## config.mk

```make
export PLATFORM = sky130hd
export DESIGN_NAME = regfile_scoreboard
export DESIGN_NICKNAME = d
export VERILOG_FILES = /design/src/rtl/regfile_scoreboard.sv
export SDC_FILE = /design/constraint.sdc
export NUM_CORES = 1
export LEC_CHECK = 0
export BUFFER_PORTS_ARGS = -buffer_cell sky130_fd_sc_hd__buf_2
export CAP_MARGIN = 10
export CORE_MARGIN = 2
export CORE_UTILIZATION = 39
export CTS_CLUSTER_DIAMETER = 60
export DETAILED_ROUTE_END_ITERATION = 8
export PLACE_DENSITY = 0.75
export SYNTH_ARGS = -nofsm -noshare
export SYNTH_HDL_FRONTEND = slang
export SYNTH_SLANG_ARGS = --single-unit
```

## constraint.sdc

```tcl
create_clock -name clock -period 6.1 [get_ports clock]
set_input_delay 1.22 -clock clock [delete_from_list [all_inputs] [get_ports clock]]
set_output_delay 1.22 -clock clock [all_outputs]
set_load 0.005 [all_outputs]
```

## src/rtl/regfile_scoreboard.sv

```systemverilog
`default_nettype none
// ============================================================================
// Module      : regfile_scoreboard
// Description : Issue-side RAW/WAW hazard scoreboard and round-robin write-port
//               scheduler (ALU vs. memory writeback) for a 32 x 32 register file.
//               Optional macro SCOREBOARD_BYPASS_EN lets a same-cycle writeback
//               clear unblock issue one cycle earlier.
// Revision    : 1.0 - initial release
// ============================================================================
module regfile_scoreboard #(
  parameter int DATA_W       = 32,
  parameter int MAX_INFLIGHT = 4
) (
  input  logic                               clock,
  input  logic                               reset,
  input  logic                               issue_valid,
  output logic                               issue_ready,
  input  logic [4:0]                         issue_rs1,
  input  logic [4:0]                         issue_rs2,
  input  logic [4:0]                         issue_rd,
  input  logic                               issue_uses_rs1,
  input  logic                               issue_uses_rs2,
  input  logic                               issue_writes_rd,
  input  logic                               alu_wb_valid,
  output logic                               alu_wb_ready,
  input  logic [4:0]                         alu_wb_rd,
  input  logic [DATA_W-1:0]                  alu_wb_data,
  input  logic                               mem_wb_valid,
  output logic                               mem_wb_ready,
  input  logic [4:0]                         mem_wb_rd,
  input  logic [DATA_W-1:0]                  mem_wb_data,
  output logic [4:0]                         reg_wr_addr,
  output logic [DATA_W-1:0]                  reg_wr_data,
  output logic [$clog2(MAX_INFLIGHT+1)-1:0]  busy_count,
  output logic                               wb_error
);

  localparam int               CNT_W   = $clog2(MAX_INFLIGHT + 1);
  localparam logic [CNT_W-1:0] MAX_CNT = CNT_W'(MAX_INFLIGHT);

  logic [31:0]      busy_q, busy_d;
  logic [CNT_W-1:0] cnt_q, cnt_d;
  logic             rr_q, rr_d;
  logic             err_q, err_d;

  logic             w_conflict;
  logic             w_grant_alu;
  logic             w_grant_mem;
  logic [4:0]       w_wb_rd;
  logic             w_wb_nz;
  logic             w_clr_hit;
  logic             w_clr_miss;
  logic [31:0]      w_clr_vec;
  logic [31:0]      w_busy_view;
  logic [CNT_W-1:0] w_cnt_view;
  logic             w_issue_fire;
  logic             w_set;
  logic [31:0]      w_set_vec;

  // rr_q == 0 favours the ALU on a conflict, 1 favours the memory port
  assign w_conflict  = alu_wb_valid & mem_wb_valid;
  assign w_grant_alu = alu_wb_valid & (~mem_wb_valid | ~rr_q);
  assign w_grant_mem = mem_wb_valid & (~alu_wb_valid | rr_q);

  assign w_wb_rd    = w_grant_alu ? alu_wb_rd : (w_grant_mem ? mem_wb_rd : 5'd0);
  assign w_wb_nz    = (w_wb_rd != 5'd0);
  assign w_clr_hit  = w_wb_nz & busy_q[w_wb_rd];
  assign w_clr_miss = w_wb_nz & ~busy_q[w_wb_rd];
  assign w_clr_vec  = w_clr_hit ? (32'd1 << w_wb_rd) : 32'd0;

`ifdef SCOREBOARD_BYPASS_EN
  assign w_busy_view = busy_q & ~w_clr_vec;
  assign w_cnt_view  = cnt_q - CNT_W'(w_clr_hit);
`else
  assign w_busy_view = busy_q;
  assign w_cnt_view  = cnt_q;
`endif

  assign issue_ready = ~(issue_uses_rs1 & w_busy_view[issue_rs1])
                     & ~(issue_uses_rs2 & w_busy_view[issue_rs2])
                     & ~(issue_writes_rd & w_busy_view[issue_rd])
                     & ~(issue_writes_rd & (issue_rd != 5'd0) & (w_cnt_view == MAX_CNT));

  assign w_issue_fire = issue_valid & issue_ready;
  assign w_set        = w_issue_fire & issue_writes_rd & (issue_rd != 5'd0);
  assign w_set_vec    = w_set ? (32'd1 << issue_rd) : 32'd0;

  // Set is applied after clear so an issue to the same rd keeps it busy
  assign busy_d = ((busy_q & ~w_clr_vec) | w_set_vec) & ~32'd1;
  assign cnt_d  = cnt_q + CNT_W'(w_set) - CNT_W'(w_clr_hit);
  assign rr_d   = w_conflict ? ~rr_q : rr_q;
  assign err_d  = err_q | w_clr_miss;

  always_ff @(posedge clock or posedge reset) begin
    if (reset) begin
      busy_q <= 32'd0;
      cnt_q  <= '0;
      rr_q   <= 1'b0;
      err_q  <= 1'b0;
    end else begin
      busy_q <= busy_d;
      cnt_q  <= cnt_d;
      rr_q   <= rr_d;
      err_q  <= err_d;
    end
  end

  assign alu_wb_ready = w_grant_alu;
  assign mem_wb_ready = w_grant_mem;
  assign reg_wr_addr  = w_wb_rd;
  assign reg_wr_data  = w_grant_alu ? alu_wb_data
                      : (w_grant_mem ? mem_wb_data : {DATA_W{1'b0}});
  assign busy_count   = cnt_q;
  assign wb_error     = err_q;

endmodule
`default_nettype wire

```

* After elaboration in Yosys (flattened, before gate mapping)
Cells that the tools add are included.
** Storage, ports and cells
- Output and inout bits :: 44
- Logic and storage cells :: 59
- Input port bits :: 97
- Register bits after elaboration :: 36
** Operators by class
- $add $sub $neg :: 2
- Reduce and logical (&&, ||, !) cells :: 2
- Order comparisons :: 4
- Eq/ne operators :: 1
- Shift operators :: 2
- Bitwise logic cells :: 30
- Multiplexer cells :: 14
** Operators with widths (number)
- $mux 32 :: 4
- $shl 1x5->32 const A :: 2
- $and 32x32->32 :: 1
- $not 32->32 :: 1
- $or 32x32->32 :: 1
- $lt 5x6->1 const B :: 4
- $bmux 1 s5 :: 4
- $and 1x1->1 :: 16
- $mux 5 :: 2
- $reduce_bool 5->1 :: 2
- $not 1->1 :: 8
- $mux 1 :: 4
- $add 3x1->3 :: 1
- $eq 3x3->1 const B :: 1
- $or 1x1->1 :: 3
- $sub 3x1->3 :: 1

* Longest topological paths before layout
- Depth in word-level cells :: 12
- Mapped depth :: 15
- Depth with buffers taken out :: 14

* Worst setup path after synthesis
Ideal clock, no wire load.
- Kind :: input -> register
- From :: input port issue_rs2[1]
- To :: register cnt_q[2] (netlist: busy_count[2])
- Path buffers :: 1
- Cell stages on the path :: 12
- Arrival :: 4336 ps
- Setup slack :: 1641 ps
- Required time :: 5977 ps
- Setup time :: 123 ps
- Cells stage by stage :: buf_1 -> mux4_2 -> mux4_2 -> and3b_1 -> a2111oi_4 -> nand2_1 -> ha_1 -> inv_1 -> ha_1 -> fa_1 -> xnor2_1 -> xnor2_1
** On the way
- Longest elaborated chain between the ends :: 12
** RTL lines
- start, declared :: line 19 : input logic [4:0] issue_rs2,
- $bmux 1 s5 :: line 80 : & ~(issue_uses_rs2 & w_busy_view[issue_rs2])
- $mux 1 (not written as such) :: line 80
- $and 1x1->1 :: line 80
- $not 1->1 :: line 80
- $and 1x1->1 :: line 80
- $and 1x1->1 :: line 81 : & ~(issue_writes_rd & w_busy_view[issue_rd])
- $and 1x1->1 :: line 82 : & ~(issue_writes_rd & (issue_rd != 5'd0) & (w_cnt_view == MAX_CNT));
- via issue_ready :: line 17 : output logic issue_ready,
- $and 1x1->1 :: line 84 : assign w_issue_fire = issue_valid & issue_ready;
- $and 1x1->1 (2 in series) :: line 85 : assign w_set = w_issue_fire & issue_writes_rd & (issue_rd != 5'd0);
- $add 3x1->3 :: line 90 : assign cnt_d = cnt_q + CNT_W'(w_set) - CNT_W'(w_clr_hit);
- $sub 3x1->3 :: line 90
- via cnt_d[2] :: line 42 : logic [CNT_W-1:0] cnt_q, cnt_d;
- end signal, assigned :: line 102 : cnt_q <= cnt_d;
- end, declared :: line 42
The timed path passes the listed nets, and every way through them passes these cells. The select of a mux whose other input is x is not followed.
A chain may end at the register's enable or synchronous reset.

* Worst setup path after layout
- From :: input port mem_wb_valid
- To :: register cnt_q[2] (netlist: busy_count[2])
** On the way
- Longest elaborated chain between the ends :: 8
- Elaborated cells on any way between the ends :: 11
- Those cells by class :: 1 x add/sub; 4 x mux; 5 x bitwise; 1 x reduce/logical
** RTL lines
- start, declared :: line 28 : input logic mem_wb_valid,
- $not 1->1 :: line 62 : assign w_grant_alu = alu_wb_valid & (~mem_wb_valid | ~rr_q);
- $or 1x1->1 :: line 62
- $and 1x1->1 :: line 62
- $mux 5 (*) :: line 65 : assign w_wb_rd = w_grant_alu ? alu_wb_rd : (w_grant_mem ? mem_wb_rd : 5'd0);
- $bmux 1 s5 :: line 67 : assign w_clr_hit = w_wb_nz & busy_q[w_wb_rd];
- $mux 1 (not written as such) :: line 67
- $and 1x1->1 (*) :: line 67
- $sub 3x1->3 (*) :: line 90
- via cnt_d[2] :: line 42
Mark *: on every way through the listed nets, which the timed path passes. The rest lies on a longest branch. The select of a mux whose other input is x is not followed.

==> flow_summary.yaml <==
detailed_routing:
  first_pass_iters: 5
  wire_per_inst_um: 19.9
  vias_per_cell: 6.27
  drc: 0
  vias: 3625
  antenna_left: 0
  wirelength_um: 11500
  drtIter0Drc: 426
logic_synthesis:
  ys_warn_count: 0
  synthMuxAreaShare_pct: 20.2
  syn_nets: 445
  synth_top_family_by_area: "compound AO/OA/AOI/OAI gates"
  synth.most_common_cell: "o21ai_0"
  ys_seq_area_share_pct: 29.0
  netlist_area_mm2: 0.00311
  synth_simple_gate_area_share_pct: 14.9
  synth_top_area_share_pct: 29.0
  synthTopCellsByArea: "dfrtp_1, mux4_2, mux2i_1"
  synth_adder_area_share_pct: 1.45
  synth_xor_area_share_pct: 0.845
  synth_cells: 345
  synth_area_leader_cell: "dfrtp_1"
  syn_avg_cell_area_um2: 9.02
  ys_async_sr_fraction_pct: 100
  synth_seq_cells: 36
  synth_compound_area_share_pct: 29.5
  synth_edf_count: 0
  ys_types: 46
  synth_common_cells: "o21ai_0, nand2_1, dfrtp_1, a22o_1, mux2i_1"
  synth_ff_type: "dfrtp_1"
final_layout:
  drive_above_1_share_pct: 36.3
  nFillCells: 729
  syn2layout_area_growth_pct: 28.4
  nNetsFinal: 575
  fin_util_pct: 51.7
  ff_latch_area_um2: 901
  multiInputGateArea_mm2: 0.00208
  finalNonFillerCells: 578
  diodes: 0
critical_path:
  path_max_fanout: 37
  crit_path_end_kind: "flip-flop"
  crit_chain: "buf_2 -> a21boi_2 -> buf_4 -> a32oi_1 -> buf_4 -> inv_1 -> mux2i_1 -> o311ai_0 -> o21ai_0 -> a22oi_1 -> or2_2 -> ha_1 -> inv_1 -> ha_1 -> fa_1 -> xnor2_1 -> xnor2_1"
  crit_family: "buffers and inverters"
  cpPeakStageDelay_ns: 0.41
  crit_buf_inv: 5
  slowest_stage: "fa_1"
  crit_required_ns: 6.32
  startpoint_type: "input pin"
  path_class: "input pin to flip-flop"
  cp.arrival_ns: 4.89
floorplanning:
  core_mm2: 0.00773
  dieArea_mm2: 0.00871
  rows: 32
  die_h_um: 93.3
  initial_core_util_pct: 40.3
  ios: 141
  die_width_um: 93.3
job:
  max_cap_violations: 0
grt:
  antenna_found_initial: 0
  grt_first_pass_wirelength_um: 17500
  grt_usage_pct: 25.7
  grt_overflow: 0
  grt_max_degree: 38
  grt_pass1_vias: 3357
sta:
  tightest_slew_ns: 0.872
  fin_ws_ns: 1.43
  hold_viol: 0
  max_slew_margin_pct: 41.9
  max_freq_ghz: 0.214
  fin_setup_tns_ns: 0
  finalSetupViolCount: 0
  clock_skew_ns: 0.0112
  drv_slew: 0
  fin_crit_ns: 4.67
  min_period_over_period_pct: 76.5
  rsz0062_at_grt: "false"
clock_network:
  postCtsResizedCells: 0
  cts_buffer_depth: 2
  cts-buffers-inserted: 5
  clk_latency_ns: 0.29
  cts_root_buffer: "clkbuf_8"
  cts_hold_buf: 0
  cts_htree_levels: 2
  cts_tree: "built"
  clk_pin_slew_ns: 0.08
  clock-sinks: 36
  post_cts_buffers: 0
placed_design:
  place.gp.congestion: 0.984
  place_ws_ns: 1.21
  dp_hpwl_um: 9030
  placed_cells: 570
  io_buffers: 140
power:
  powerDensity_mw_per_mm2: 289
  peakVddDrop_mv: 0.101
  p_leak_nw: 1.87
outcome:
  outcome: "completed"
min_path:
  min_path_type: "flip-flop to flip-flop"
registers in the layout, summed over array words and instances (netlist names):
signal      count
rr_q            1
wb_error        1
busy_q         31
busy_count      3
through the flow:
step	power, W	instance area, um^2	hold WS, ns
after floorplan	0.000741	3110	0.452
after global placement	0.000947	3900	0.493
after detailed placement	0.000967	3900	0.468
after CTS	0.00114	3990	0.500
after global routing	0.00123	3990	0.522
final	0.00115	3990	0.500
per-layer routing:
layer / vias to the layer above / GRT usage [%] / wire, um
li1: 1607 / - / -
met1: 1750 / 37.6 / 4780
met2: 230 / 38.1 / 5410
met3: 38 / 3.79 / 953
met4: 0 / 10.3 / 388
met5: - / 0 / 0
placed cells by master (no fill, tap or decap), types with 3 or more instances in the layout:
master,count
nand2_1,37
xnor2_1,3
mux4_2,14
inv_1,10
nand2b_1,3
nor2_1,6
a22o_1,32
buf_4,6
clkbuf_8,6
nand4_1,8
nand3_1,15
nand3b_1,3
nand4b_1,3
o21ai_0,59
a22oi_1,8
nor2b_1,6
a311oi_1,3
dfrtp_1,36
buf_2,140
o31ai_1,6
mux2i_1,30
where the power goes:
part | switching (W) | leakage, nW | internal, W
Sequential | 0.000122 | 0.464 | 0.000312
Clock | 0.0000825 | 0.0510 | 0.0000900
Combinational | 0.000284 | 1.35 | 0.000262
cell type report:
cell class | instances | share of cell area [%]
Sequential cell | 36 | 22.6
Inverter | 11 | 1.03
Tap cell | 102 | 3.20
Timing Repair Buffer | 146 | 18.7
Clock inverter | 2 | 0.251
Clock buffer | 6 | 2.07
Multi-Input combinational cell | 275 | 52.2
cell families (layout without fill, tap and decap cells):
kind of cell | Yosys count | count (layout)
AO/OA/AOI/OAI | 132 | 132
AND/OR/NAND/NOR | 92 | 92
multiplexers | 45 | 45
flip-flops | 36 | 36
buffers and inverters | 34 | 165
adder cells (fa/ha/maj) | 3 | 3
XOR/XNOR | 3 | 3
worst reg2reg max path, stage by stage (launching register included):
cell and delay [ns]:
dfrtp_1 0.42, nand2b_1 0.22, a32oi_1 0.71, inv_1 0.40, o311ai_0 0.63, o21ai_0 0.17, a22oi_1 0.25, or2_2 0.17
ha_1 0.12, inv_1 0.04, ha_1 0.19, fa_1 0.41, xnor2_1 0.17, xnor2_1 0.13
final timing paths:
| check | from | end | slack (ns) | cells after the start |
|---|---|---|---|---|
| hold / removal | wb_error | wb_error | 0.50 | 2 |
| max in group asynchronous | reset | busy_q[4] | 4.76 | 3 |
| min in group asynchronous | reset | busy_count[2] | 1.02 | 3 |
| setup reg to reg | rr_q | busy_count[2] | 2.02 | 13 |
| hold reg to reg | wb_error | wb_error | 0.50 | 2 |
| setup / recovery | mem_wb_valid | busy_count[2] | 1.43 | 17 |
Power figures use the tool's default switching activity.
